## src/rtl/receiver_uart.sv

```systemverilog
// receiver_uart: 8N1 UART receiver with mid-bit sampling and a valid/ready byte stream.
// Optional build macro UART_RX_FIFO_EN selects a 4-entry FWFT FIFO instead of a single holding register.
//
// Parameters:
//   clk_freq_hz  system clock frequency in Hz
//   baud_rate    line rate; DIV = clk_freq_hz / baud_rate must be >= 4
// Ports:
//   i_clk        clock, rising edge
//   i_rst        synchronous active-high reset
//   i_uart_rx    asynchronous serial input, idle high
//   o_data       received byte (meaningful while o_valid)
//   o_valid      a byte is available
//   i_ready      consumer pops on o_valid && i_ready
//   o_overrun    sticky: a completed byte was dropped (storage full)
//   o_frame_err  sticky: a stop bit was sampled low
//   i_clear      pulse clearing both sticky flags (a same-cycle set wins)
module receiver_uart #(
    parameter int clk_freq_hz = 25000000,
    parameter int baud_rate   = 115200
) (
    input  logic       i_clk,
    input  logic       i_rst,
    input  logic       i_uart_rx,
    output logic [7:0] o_data,
    output logic       o_valid,
    input  logic       i_ready,
    output logic       o_overrun,
    output logic       o_frame_err,
    input  logic       i_clear
);

    localparam int DIV  = clk_freq_hz / baud_rate;
    localparam int HALF = DIV / 2;
    localparam int CW   = $clog2(DIV);

    localparam logic [CW-1:0] CNT_HALF = CW'(HALF - 1);
    localparam logic [CW-1:0] CNT_END  = CW'(DIV - 1);

    typedef enum logic [2:0] {
        S_IDLE,
        S_START,
        S_DATA,
        S_STOP,
        S_WAIT_HIGH
    } state_t;

    // Two-flop synchronizer; resets to the idle line level.
    logic [1:0] sync_q;
    logic       rx_s;

    always_ff @(posedge i_clk) begin
        if (i_rst) begin
            sync_q <= 2'b11;
        end else begin
            sync_q <= {sync_q[0], i_uart_rx};
        end
    end

    assign rx_s = sync_q[1];

    state_t        state_q, state_d;
    logic [CW-1:0] cnt_q, cnt_d;
    logic [2:0]    bitidx_q, bitidx_d;
    logic [7:0]    shreg_q, shreg_d;
    logic          push;
    logic          ferr_set;

    always_ff @(posedge i_clk) begin
        if (i_rst) begin
            state_q  <= S_IDLE;
            cnt_q    <= '0;
            bitidx_q <= '0;
            shreg_q  <= '0;
        end else begin
            state_q  <= state_d;
            cnt_q    <= cnt_d;
            bitidx_q <= bitidx_d;
            shreg_q  <= shreg_d;
        end
    end

    always_comb begin
        state_d  = state_q;
        cnt_d    = cnt_q;
        bitidx_d = bitidx_q;
        shreg_d  = shreg_q;
        push     = 1'b0;
        ferr_set = 1'b0;
        unique case (state_q)
            S_IDLE: begin
                if (!rx_s) begin
                    state_d = S_START;
                    cnt_d   = '0;
                end
            end
            S_START: begin
                if (cnt_q == CNT_HALF) begin
                    cnt_d    = '0;
                    bitidx_d = '0;
                    // A start bit that is gone by mid-bit is a glitch.
                    state_d  = rx_s ? S_IDLE : S_DATA;
                end else begin
                    cnt_d = cnt_q + CW'(1);
                end
            end
            S_DATA: begin
                if (cnt_q == CNT_END) begin
                    cnt_d            = '0;
                    shreg_d[bitidx_q] = rx_s;
                    bitidx_d         = bitidx_q + 3'd1;
                    if (bitidx_q == 3'd7) begin
                        state_d = S_STOP;
                    end
                end else begin
                    cnt_d = cnt_q + CW'(1);
                end
            end
            S_STOP: begin
                if (cnt_q == CNT_END) begin
                    cnt_d = '0;
                    if (rx_s) begin
                        push    = 1'b1;
                        state_d = S_IDLE;
                    end else begin
                        // Break or bad frame: wait for the line to
                        // recover so a held low is a single error.
                        ferr_set = 1'b1;
                        state_d  = S_WAIT_HIGH;
                    end
                end else begin
                    cnt_d = cnt_q + CW'(1);
                end
            end
            S_WAIT_HIGH: begin
                if (rx_s) begin
                    state_d = S_IDLE;
                end
            end
            default: begin
                state_d = S_IDLE;
            end
        endcase
    end

    logic pop;
    logic full;
    logic wr_en;

`ifdef UART_RX_FIFO_EN
    logic [7:0] mem_q [4];
    logic [1:0] wr_q;
    logic [1:0] rd_q;
    logic [2:0] fill_q;

    assign full  = (fill_q == 3'd4);
    assign pop   = (fill_q != 3'd0) && i_ready;
    assign wr_en = push && (!full || pop);

    always_ff @(posedge i_clk) begin
        if (i_rst) begin
            for (int i = 0; i < 4; i++) begin
                mem_q[i] <= '0;
            end
            wr_q   <= '0;
            rd_q   <= '0;
            fill_q <= '0;
        end else begin
            if (wr_en) begin
                mem_q[wr_q] <= shreg_q;
                wr_q        <= wr_q + 2'd1;
            end
            if (pop) begin
                rd_q <= rd_q + 2'd1;
            end
            fill_q <= fill_q + {2'b00, wr_en} - {2'b00, pop};
        end
    end

    assign o_data  = mem_q[rd_q];
    assign o_valid = (fill_q != 3'd0);
`else
    logic [7:0] hold_q;
    logic       valid_q;

    assign full  = valid_q;
    assign pop   = valid_q && i_ready;
    assign wr_en = push && (!full || pop);

    always_ff @(posedge i_clk) begin
        if (i_rst) begin
            hold_q  <= '0;
            valid_q <= 1'b0;
        end else if (wr_en) begin
            hold_q  <= shreg_q;
            valid_q <= 1'b1;
        end else if (pop) begin
            valid_q <= 1'b0;
        end
    end

    assign o_data  = hold_q;
    assign o_valid = valid_q;
`endif

    logic ovr_set;
    logic ovr_q;
    logic ferr_q;

    assign ovr_set = push && full && !pop;

    always_ff @(posedge i_clk) begin
        if (i_rst) begin
            ovr_q  <= 1'b0;
            ferr_q <= 1'b0;
        end else begin
            ovr_q  <= ovr_set || (ovr_q && !i_clear);
            ferr_q <= ferr_set || (ferr_q && !i_clear);
        end
    end

    assign o_overrun   = ovr_q;
    assign o_frame_err = ferr_q;

endmodule

```

## config.mk

```make
export PLATFORM = sky130hd
export DESIGN_NAME = receiver_uart
export DESIGN_NICKNAME = d
export VERILOG_FILES = /design/src/rtl/receiver_uart.sv
export SDC_FILE = /design/constraint.sdc
export NUM_CORES = 1
export LEC_CHECK = 0
export CORE_MARGIN = 1
export CORE_UTILIZATION = 35
export CTS_CLUSTER_DIAMETER = 30
export DETAILED_ROUTE_END_ITERATION = 10
export GPL_TIMING_DRIVEN = 1
export HOLD_SLACK_MARGIN = 0.03
export PLACE_DENSITY = 0.5
export SLEW_MARGIN = 10
export SYNTH_ARGS = -nofsm -noshare
export SYNTH_HDL_FRONTEND = slang
export SYNTH_SLANG_ARGS = --single-unit
export TNS_END_PERCENT = 5
```

## constraint.sdc

```tcl
create_clock -name i_clk -period 2.3 [get_ports i_clk]
set_input_delay 0.575 -clock i_clk [delete_from_list [all_inputs] [get_ports i_clk]]
set_output_delay 0.575 -clock i_clk [all_outputs]
set_load 0.005 [all_outputs]
```

==> impl_metrics.ini <==
[status]
status = complete, but fails checks
failed_checks = design-rule violations

[finish]
final_layout_size_suffix_gt1_share_pct = 10.6
area_delta_synth_final_pct = 16.7
fin_util_pct = 43.4
multi_input_comb_area_sq_um = 893
stdcell_count = 259
n_fill_cell = 444
seq_area_sq_um = 701
nets = 216
antenna_cells = 0

[sta]
finClkSkew_ns = 0.00469
fmax_mhz = 552
drv_slew = 0
finalHoldViolations = 0
timing.setup.tns_ns = 0
tightest_slew_ns = 0.549
holdWs_ns = 0.417
relSlewSlack_pct = 63.4
rsz0062_at_grt = false
period_needed_ns = 1.81
finalCritPeriodShare_pct = 78.8
final-setup-viol-count = 0

[die]
die-area_sq_um = 5030
row_count = 24
initial_core_util_pct = 37.2
fp.dieH_microns = 71.0
coreArea_sq_um = 4470
io_pins = 16
dieWidth_microns = 71.0

[place]
numPortBuffers = 15
routabilityCongestion = 0.736
dpl.hpwl_mm = 2.35
place_inst = 252

[clock_network]
cts_root_buf = clkbuf_8
cts_tree = done
cts.sinks = 35
cts_buffer_depth = 2
hold_buffers = 0
cts_buffers = 5
clock_latency_ns = 0.28
post_cts_resized = 0
h-tree-depth = 2
cts_setup_buffers = 0
clk_pin_slew_ns = 0.07

[pwr]
power.total_mw = 1.35
power_leakage_nw = 0.703
p_per_area_nw_per_um2 = 693
ir_drop_mv = 0.321

[critical_path]
worst_setup_path_start_kind = register
cp-end-kind = register
worstPathMaxFanout = 11
r2r_slack_ns = 0.49
critPathArrivalTime_ns = 1.99
criticalPathCategory = register to register
required_ns = 2.47

[grt]
grt_max_degree = 20
antenna_found_initial = 0
grt_pass1_vias = 1218
grt_usage_pct = 14.8
grt_pass1_wl_mm = 5.82
gr-total-overflow = 0

[min_path]
hold_path_class = register to register

[synthesis]
syn_inst = 191
ys.warnings.count = 0
synth_edf_count = 0
synth_area_sq_um = 1660
syn_nets = 200
synth_flop_cell = dfxtp_1
synth_seq_cells = 35
synth.distinct_cells = 42
yosysSeqAreaShare_pct = 42.1
async_flop_share_pct = 0
synth_area_per_cell_sq_um = 8.71

[run]
maxCapViolCount = 0

[route]
ant_nets = 0
routedWlPerCell_microns = 13.0
post-route-drc-count = 2
drt_iter0_drc = 58
wirelength_mm = 3.38
dr.pass1.iters = 7
via_per_inst = 5.19
vias = 1345
==> Yosys cell counts (2+ instances only) <==
master / number / share of area, %
nor2_1: 31 / 7.0
nor2b_1: 4 / 1.5
and3_1: 2 / 0.75
nand2_1: 19 / 4.3
o21bai_1: 2 / 0.90
mux2i_1: 17 / 10
or2_2: 4 / 1.5
buf_6: 2 / 1.4
clkbuf_1: 6 / 1.4
nor3b_1: 5 / 2.3
ha_1: 4 / 3.0
and2_1: 2 / 0.75
a21oi_1: 6 / 1.8
a22oi_1: 2 / 0.90
o21ai_0: 4 / 1.2
dfxtp_1: 35 / 42
inv_1: 4 / 0.90
o21a_1: 2 / 0.90
a31oi_1: 4 / 1.5
nand3b_1: 3 / 1.4
nor3_1: 4 / 1.2
nand3_1: 9 / 2.7
==> routing by layer <==
layer | vias to the layer above | track usage (%) | part of all wire [%]
met2 | 19 | 24.4 | 47
met3 | 7 | 3.85 | 3.2
met5 | - | 0 | 0
li1 | 692 | - | -
met4 | 0 | 5.33 | 1.3
met1 | 627 | 18.7 | 48
==> flip-flops by register name, indices dropped and copies added (netlist names) <==
name and count:
sync_q 2, o_frame_err 1, shreg_q 8, o_data 8, o_valid 1, state_q 3
o_overrun 1, cnt_q 8, bitidx_q 3
==> worst max-delay path, stage by stage, from the launching register on <==
cell and delay [ns]:
dfxtp_1 0.43, ha_1 0.26, ha_1 0.17, or2b_1 0.21, a21oi_1 0.16, o21ba_2 0.21, nor2_1 0.05, a31o_1 0.20
==> final timing paths <==
check	startpoint	endpoint	depth (start not counted)
worst max-delay path	bitidx_q[0]$_SDFFE_PP0P_	state_q[0]$_SDFFE_PP0P_	7
worst min-delay path	sync_q[0]$_SDFF_PP1_	sync_q[1]$_SDFF_PP1_	1
worst max register to register	bitidx_q[0]$_SDFFE_PP0P_	state_q[0]$_SDFFE_PP0P_	7
worst min register to register	sync_q[0]$_SDFF_PP1_	sync_q[1]$_SDFF_PP1_	1
==> power breakdown <==
group	internal (mW)	switching (mW)
clock	0.235	0.205
sequential	0.628	0.0334
combinational	0.0988	0.147
total	0.961	0.385
==> cell usage in the layout, fill, tap and decap left out, types with 3 or more instances in the layout <==
cell type and instances:
nor2_1 31, mux2i_1 17, a21oi_1 6, nor3_1 4, buf_4 4, o21ai_0 4
nand2_1 19, a31oi_1 4, or2_2 4, nand3_1 9, nor3b_1 5, nand3b_1 3
nor2b_1 4, dfxtp_1 35, ha_1 4, inv_1 4, clkdlybuf4s50_1 15, clkbuf_8 6
==> metrics by stage <==
step | cell area [sq um] | setup WS [ns]
after floorplan | 1660 | 0.661
after global placement | 1850 | 0.452
after detailed placement | 1850 | 0.420
after CTS | 1940 | 0.481
after global routing | 1940 | 0.358
final | 1940 | 0.488
==> logic make-up (layout without fill, tap and decap cells) <==
family / Yosys count / count (layout) / synth area share (%)
DFF: 35 / 35 / 42.1
and+or+nand+nor: 94 / 94 / 29.6
buffers and inverters: 14 / 30 / 4.21
adders and majority gates: 4 / 4 / 3.01
AOI/OAI and AO/OA: 27 / 27 / 10.8
muxes: 17 / 17 / 10.2
==> area by class of cell <==
class                   count  area share, %
multi-input cells         142           46.0
flip-flops and latches     35           36.1
clock inverters             1          0.258
repair buffers             19           9.28
well taps                  52           3.35
inverters                   4          0.773
clock buffers               6           4.25
Note: power is estimated with default switching activity, not from simulation.
